## config.mk

```make
export PLATFORM = sky130hd
export DESIGN_NAME = soin_bpredictor_resolve
export DESIGN_NICKNAME = d
export VERILOG_FILES = /design/src/rtl/soin_bpredictor_resolve_pkg.sv /design/src/rtl/soin_bp_meta_fifo.sv /design/src/rtl/soin_bpredictor_resolve.sv
export SDC_FILE = /design/constraint.sdc
export NUM_CORES = 1
export LEC_CHECK = 0
export CORE_MARGIN = 10
export CORE_UTILIZATION = 60
export DETAILED_ROUTE_END_ITERATION = 16
export PLACE_DENSITY = 0.82
export SLEW_MARGIN = 20
export SYNTH_ARGS = -nofsm -noshare
export SYNTH_HDL_FRONTEND = slang
export SYNTH_HIERARCHICAL = 1
export SYNTH_SLANG_ARGS = --single-unit
```

## constraint.sdc

```tcl
create_clock -name clk -period 11.69 [get_ports clk]
set_clock_uncertainty 0.15 [all_clocks]
set_input_delay 2.338 -clock clk [delete_from_list [all_inputs] [get_ports clk]]
set_output_delay 2.338 -clock clk [all_outputs]
set_load 0.05 [all_outputs]
```

## src/rtl/soin_bpredictor_resolve_pkg.sv

```systemverilog
// Shared types, meta field layout macros and counter helper for the predictor resolve slice.
// The `BP_META_* macros describe the 24-bit prediction metadata word carried from fetch.
`ifndef SOIN_HEADER_DEFS
`define SOIN_HEADER_DEFS
`define BP_META_WIDTH 24
`define BP_META_INDEX 0
`define BP_META_DATA  8
`define BP_META_BE    16
`define BP_META_RAS   20
`endif

package soin_bpredictor_resolve_pkg;

   localparam int META_W = `BP_META_WIDTH;

   typedef struct packed {
      logic [31:0]       pc;
      logic              p_dir;
      logic [31:0]       p_target;
      logic [META_W-1:0] meta;
   } bp_entry_t;

   // Saturating update of one 2-bit slot inside a packed counter byte.
   function automatic logic [7:0] bump_cnt(input logic [7:0] cnt_byte,
                                           input logic [1:0] slot,
                                           input logic       taken,
                                           input logic [1:0] cnt_max);
      logic [7:0] res;
      logic [2:0] sh;
      logic [1:0] cur;
      res = cnt_byte;
      sh  = {slot, 1'b0};
      cur = cnt_byte[sh +: 2];
      if (taken) begin
         if (cur < cnt_max) cur = cur + 2'd1;
         else               cur = cnt_max;
      end else begin
         if (cur != 2'd0)   cur = cur - 2'd1;
         else               cur = 2'd0;
      end
      res[sh +: 2] = cur;
      return res;
   endfunction

endpackage

```

## src/rtl/soin_bp_meta_fifo.sv

```systemverilog
// In-flight prediction FIFO: push/pop/flush with full/empty; flush has priority over push/pop.
module soin_bp_meta_fifo
#(
   parameter int DEPTH_L = 3,
   parameter int WIDTH   = 89
)
(
   input  logic             clk,
   input  logic             reset,
   input  logic             push,
   input  logic             pop,
   input  logic             flush,
   input  logic [WIDTH-1:0] wdata,
   output logic [WIDTH-1:0] rdata,
   output logic             full,
   output logic             empty
);

   localparam int DEPTH = 1 << DEPTH_L;

   logic [WIDTH-1:0]   mem_r [DEPTH];
   logic [DEPTH_L-1:0] wr_ptr_r;
   logic [DEPTH_L-1:0] rd_ptr_r;
   logic [DEPTH_L:0]   count_r;
   logic               do_push_s;
   logic               do_pop_s;

   assign full  = (count_r == DEPTH[DEPTH_L:0]);
   assign empty = (count_r == {(DEPTH_L+1){1'b0}});
   assign rdata = mem_r[rd_ptr_r];

   // A full FIFO still accepts a push when the head leaves in the same cycle.
   always_comb begin
      do_pop_s  = pop & ~empty;
      do_push_s = push & ~flush & (~full | do_pop_s);
   end

   // Storage, pointers and occupancy.
   always_ff @(posedge clk or negedge reset) begin
      if (!reset) begin
         wr_ptr_r <= {DEPTH_L{1'b0}};
         rd_ptr_r <= {DEPTH_L{1'b0}};
         count_r  <= {(DEPTH_L+1){1'b0}};
         for (int i = 0; i < DEPTH; i++) begin
            mem_r[i] <= {WIDTH{1'b0}};
         end
      end else if (flush) begin
         wr_ptr_r <= {DEPTH_L{1'b0}};
         rd_ptr_r <= {DEPTH_L{1'b0}};
         count_r  <= {(DEPTH_L+1){1'b0}};
      end else begin
         if (do_push_s) begin
            mem_r[wr_ptr_r] <= wdata;
            wr_ptr_r        <= wr_ptr_r + {{(DEPTH_L-1){1'b0}}, 1'b1};
         end
         if (do_pop_s) begin
            rd_ptr_r <= rd_ptr_r + {{(DEPTH_L-1){1'b0}}, 1'b1};
         end
         case ({do_push_s, do_pop_s})
            2'b10:   count_r <= count_r + {{DEPTH_L{1'b0}}, 1'b1};
            2'b01:   count_r <= count_r - {{DEPTH_L{1'b0}}, 1'b1};
            default: count_r <= count_r;
         endcase
      end
   end

endmodule

```

## src/rtl/soin_bpredictor_resolve.sv

```systemverilog
// Execute-side branch resolution: compares stored predictions with outcomes, builds predictor
// updates and fetch redirects. Optional statistics counters are enabled by SOIN_BP_STATS_EN.
module soin_bpredictor_resolve
   import soin_bpredictor_resolve_pkg::*;
#(
   parameter int DEPTH_L = 3,
   parameter int CNT_MAX = 3
)
(
   input  logic                      clk,
   input  logic                      reset,
   input  logic                      fetch_valid,
   input  logic [31:0]               fetch_PC,
   input  logic                      fetch_p_dir,
   input  logic [31:0]               fetch_p_target,
   input  logic [`BP_META_WIDTH-1:0] fetch_meta,
   output logic                      resolve_full,
   input  logic                      execute_valid,
   input  logic                      execute_is_branch,
   input  logic                      execute_dir,
   input  logic [31:0]               execute_target,
   output logic                      execute_bpredictor_update,
   output logic [31:0]               execute_bpredictor_PC,
   output logic [31:0]               execute_bpredictor_target,
   output logic                      execute_bpredictor_dir,
   output logic                      execute_bpredictor_miss,
   output logic [`BP_META_WIDTH-1:0] execute_bpredictor_meta,
   output logic                      execute_bpredictor_recover_ras,
   output logic                      fetch_redirect,
   output logic [31:0]               fetch_redirect_PC,
   output logic                      resolve_underflow,
   input  logic [31:0]               resolve_debug_sel,
   output logic [31:0]               resolve_debug
);

   localparam logic [0:0] ST_NORMAL = 1'b0;
   localparam logic [0:0] ST_FLUSH  = 1'b1;

   bp_entry_t   wr_entry_s;
   bp_entry_t   head_s;
   logic        fifo_full_s;
   logic        fifo_empty_s;
   logic        push_s;
   logic        pop_s;
   logic        miss_s;
   logic        issue_s;
   logic        flush_s;
   logic [7:0]  new_byte_s;
   logic [3:0]  be_s;
   logic [31:0] next_pc_s;
   logic [0:0]  state_r;
   logic        underflow_r;
   logic [3:0]  unused_meta_be_s;

   assign wr_entry_s       = '{pc: fetch_PC, p_dir: fetch_p_dir, p_target: fetch_p_target,
                               meta: fetch_meta};
   assign unused_meta_be_s = head_s.meta[`BP_META_BE +: 4];
   assign resolve_full      = fifo_full_s;
   assign resolve_underflow = underflow_r;

   soin_bp_meta_fifo #(
      .DEPTH_L (DEPTH_L),
      .WIDTH   ($bits(bp_entry_t))
   ) u_fifo (
      .clk   (clk),
      .reset (reset),
      .push  (push_s),
      .pop   (pop_s),
      .flush (flush_s),
      .wdata (wr_entry_s),
      .rdata (head_s),
      .full  (fifo_full_s),
      .empty (fifo_empty_s)
   );

   // Compare head prediction with the resolved outcome and form the update fields.
   always_comb begin
      push_s     = fetch_valid & (state_r == ST_NORMAL);
      pop_s      = execute_valid & ~fifo_empty_s;
      miss_s     = (head_s.p_dir != execute_dir) |
                   (execute_dir & (head_s.p_target != execute_target));
      issue_s    = pop_s & (execute_is_branch | head_s.p_dir);
      flush_s    = issue_s & miss_s;
      new_byte_s = bump_cnt(head_s.meta[`BP_META_DATA +: 8], head_s.pc[3:2], execute_dir,
                            CNT_MAX[1:0]);
      be_s       = 4'b0001 << head_s.pc[5:4];
      next_pc_s  = execute_dir ? execute_target : (head_s.pc + 32'd4);
   end

   // Registered predictor update packet and fetch redirect; data fields hold between pulses.
   always_ff @(posedge clk or negedge reset) begin
      if (!reset) begin
         execute_bpredictor_update      <= 1'b0;
         execute_bpredictor_PC          <= 32'd0;
         execute_bpredictor_target      <= 32'd0;
         execute_bpredictor_dir         <= 1'b0;
         execute_bpredictor_miss        <= 1'b0;
         execute_bpredictor_meta        <= {`BP_META_WIDTH{1'b0}};
         execute_bpredictor_recover_ras <= 1'b0;
         fetch_redirect                 <= 1'b0;
         fetch_redirect_PC              <= 32'd0;
      end else begin
         execute_bpredictor_update      <= issue_s;
         execute_bpredictor_recover_ras <= flush_s;
         fetch_redirect                 <= flush_s;
         if (issue_s) begin
            execute_bpredictor_PC     <= head_s.pc;
            execute_bpredictor_target <= execute_target;
            execute_bpredictor_dir    <= execute_dir;
            execute_bpredictor_miss   <= miss_s;
            execute_bpredictor_meta   <= {head_s.meta[`BP_META_RAS +: 4], be_s, new_byte_s,
                                          head_s.meta[`BP_META_INDEX +: 8]};
         end
         if (flush_s) begin
            fetch_redirect_PC <= next_pc_s;
         end
      end
   end

   // Flush state machine and sticky underflow flag.
   always_ff @(posedge clk or negedge reset) begin
      if (!reset) begin
         state_r     <= ST_NORMAL;
         underflow_r <= 1'b0;
      end else begin
         case (state_r)
            ST_NORMAL: state_r <= flush_s ? ST_FLUSH : ST_NORMAL;
            ST_FLUSH:  state_r <= ST_NORMAL;
            default:   state_r <= ST_NORMAL;
         endcase
         if (execute_valid & fifo_empty_s) begin
            underflow_r <= 1'b1;
         end
      end
   end

`ifdef SOIN_BP_STATS_EN
   logic [31:0] upd_cnt_r;
   logic [31:0] miss_cnt_r;
   logic [31:0] debug_r;

   assign resolve_debug = debug_r;

   // Wrapping update/miss counters and registered debug read mux.
   always_ff @(posedge clk or negedge reset) begin
      if (!reset) begin
         upd_cnt_r  <= 32'd0;
         miss_cnt_r <= 32'd0;
         debug_r    <= 32'd0;
      end else begin
         if (issue_s) upd_cnt_r  <= upd_cnt_r + 32'd1;
         if (flush_s) miss_cnt_r <= miss_cnt_r + 32'd1;
         case (resolve_debug_sel)
            32'd0:   debug_r <= upd_cnt_r;
            32'd1:   debug_r <= miss_cnt_r;
            default: debug_r <= 32'd0;
         endcase
      end
   end
`else
   logic [31:0] unused_debug_sel_s;

   assign unused_debug_sel_s = resolve_debug_sel;
   assign resolve_debug      = 32'd0;
`endif

endmodule

```

==> qor.txt <==
Core Rows -> 91
Synth Instances -> 2566
Iter 0 DRT Violations -> 1925
Root buf cell -> clkbuf_16
Max_slew headroom -> 0.252
Period utilisation layout -> 0.574
Net Sw Frac -> 0.375
Total grt overflow -> 0
Drt first pass iters -> 5
Setup CP Type -> reg2reg
Initial antenna violation count -> 17
Hold Slack -> 0.283 ns
Max-slew violation count -> 0
I/O pin count -> 318
Flop pwr share -> 0.357
CTS Buffer Depth -> 3
Worst reg2reg path depth -> 14
# hold bufs at CTS -> 0
Crit Path Max Fanout -> 54
Sum Neg Setup Slack -> 0 ns
RR Startpoint -> u_fifo/rd_ptr_r[0]$_DFFE_PN0P_
Die width -> 270 um
Clock sinks -> 816
DRC -> 0
Per-cell routed wire length -> 26.7 um
Hold Startpoint -> state_r$_DFF_PN0_
Post-CTS Setup Inserts -> 0
Net Switching -> 5.16 mW
Hpwl dp -> 62400 um
Routed WL -> 98300 um
Hold WC Path Type -> reg2reg
Hold path depth -> 1
Core area -> 61800 sq um
Htree depth -> 3
Required @ worst endpoint -> 12.05 ns
Pint -> 8.62 mW
Clock edge transition at the registers on the reported setup and hold paths -> 0.06 ns
Worst-Margin Slew -> 1.12 ns
Post-CTS Resized -> 0
Reg2reg end -> u_fifo/mem_r[657]$_DFFE_PN0P_
Die area -> 73000 sq um
Gpl congestion -> 0.843
Vias after detailed routing -> 23000
Clock power share -> 0.191
Post-Syn Area per Cell -> 14.6 sq um
Comb pwr share -> 0.452
Fraction of layout cells with a size suffix above 1 -> 0.410
Leakage power -> 18.8 nW
Crit path DAT -> 7.07 ns
Maximum clock rate -> 149 MHz
Minimum clock period -> 6.71 ns
Die Y -> 270 um
Largest net degree at the start of global routing -> 114
PwrDens -> 318 nW/um^2
Antenna Nets Post-Route -> 0
Port bufs -> 249
Cts bufs inserted -> 83
Nets -> 2939
Final Hold Vio Count -> 0
Hold worst-path end -> state_r$_DFF_PN0_
Total GRT Usage -> 0.270
Initial Util -> 0.607
Synthesized area -> 37500 sq um
Max-Cap Viols -> 0
CTS tree -> built
FF-to-FF setup slack -> 4.98 ns
Synth Warn # -> 6
Worst-Skew Late Latency -> 0.64 ns
Status -> complete, no violations
Vias/cell -> 6.23
Worst vdd ir -> 192 uV
RSZ-0062 raised after global routing -> no
Worst setup SP type -> flip-flop
CP Capture Type -> flip-flop
Area Growth Syn to Fin -> 15.5%
Setup-failing EPs final -> 0
Vias in the first global route -> 25100
First-pass GRT wire length -> 152000 um
layout make-up:
| class | instances | area, sq um |
|---|---|---|
| sequential | 816 | 20400 |
| inverter | 12 | 46.3 |
| clock buffer | 131 | 2580 |
| fill | 4025 | 18500 |
| tap | 837 | 1050 |
| clock inverter | 18 | 154 |
| antenna | 14 | 35.0 |
| timing repair buffer | 290 | 2820 |
| multi-input combinational | 1567 | 16200 |
cells in the final DEF, fill, tap and decap left out, types with 8 or more instances in the layout:
cell	n
a221oi_1	8
diode_2	14
clkbuf_1	18
dfrtp_1	813
ha_1	9
mux2i_1	16
xor2_1	19
or2_2	17
nor3_1	13
inv_1	11
mux2_4	20
xnor2_1	44
nor2_1	60
clkdlybuf4s50_1	247
o221a_2	17
mux2_2	740
nand4_1	14
clkbuf_16	85
buf_4	37
mux4_2	172
o21ai_0	8
a31oi_1	20
nand3_1	17
conb_1	32
a32oi_1	15
clkinv_2	11
nand2_1	252
clkbuf_8	28
how the worst max path moves through the flow:
stage / end / slack [ns] / from
floorplan: u_fifo/mem_r[651]$_DFFE_PN0P_ / 6.45 / execute_target[30]
global placement: u_fifo/mem_r[491]$_DFFE_PN0P_ / 4.53 / execute_target[13]
detailed placement: u_fifo/mem_r[488]$_DFFE_PN0P_ / 4.52 / execute_target[13]
CTS: u_fifo/mem_r[533]$_DFFE_PN0P_ / 4.96 / u_fifo/rd_ptr_r[0]$_DFFE_PN0P_
global route: u_fifo/mem_r[483]$_DFFE_PN0P_ / 4.71 / u_fifo/rd_ptr_r[0]$_DFFE_PN0P_
finish: u_fifo/mem_r[657]$_DFFE_PN0P_ / 4.98 / u_fifo/rd_ptr_r[0]$_DFFE_PN0P_
worst max-delay path, stage by stage (launching register included):
cell,delay [ns]
dfrtp_4,0.75
buf_4,0.77
mux4_2,0.60
mux2_2,0.29
xnor2_1,0.33
nand4_1,0.24
nor4_1,0.52
a31oi_4,0.14
nor2b_1,0.17
buf_4,0.21
and2b_4,0.30
nand2b_2,0.14
or4_4,0.81
buf_4,0.53
mux2_4,0.46
flip-flops by register name (all words and copies together) (netlist names):
name / count
u_fifo/rd_ptr_r: 3
u_fifo/mem_r: 680
u_fifo/wr_ptr_r: 3
fetch_redirect_PC: 32
execute_bpredictor_target: 32
execute_bpredictor_dir: 1
execute_bpredictor_miss: 1
state_r: 1
execute_bpredictor_update: 1
u_fifo/count_r: 4
fetch_redirect: 1
resolve_underflow: 1
execute_bpredictor_meta: 24
execute_bpredictor_PC: 32
routing by layer:
metal,share of wire,GRT usage
met1,0.40,0.347
met5,0.00077,0
met4,0.027,0.101
met2,0.49,0.435
met3,0.082,0.0716
through the flow:
step                      std cells  utilization  setup WS, ns  instance area (sq um)  total power, mW
final                          3685        0.701          4.98                  43300             13.8
after global routing           3679        0.701          4.71                  43300             14.4
after CTS                      3671        0.700          4.96                  43300             13.8
after detailed placement       3522        0.656          4.52                  40600             11.1
after global placement         3522        0.656          4.53                  40600             10.8
after floorplan                2597            -          6.45                  37600             9.21
power by group through the flow:
stage                     Clock (mW)  Combinational, mW  Sequential, mW
after floorplan                    0               3.88            5.32
after global placement             0               5.97            4.79
after detailed placement           0               6.18            4.93
after CTS                       2.67               6.22            4.90
after global routing            2.80               6.59            5.06
final                           2.64               6.23            4.92
No activity file was read; power rests on OpenSTA's default activity.
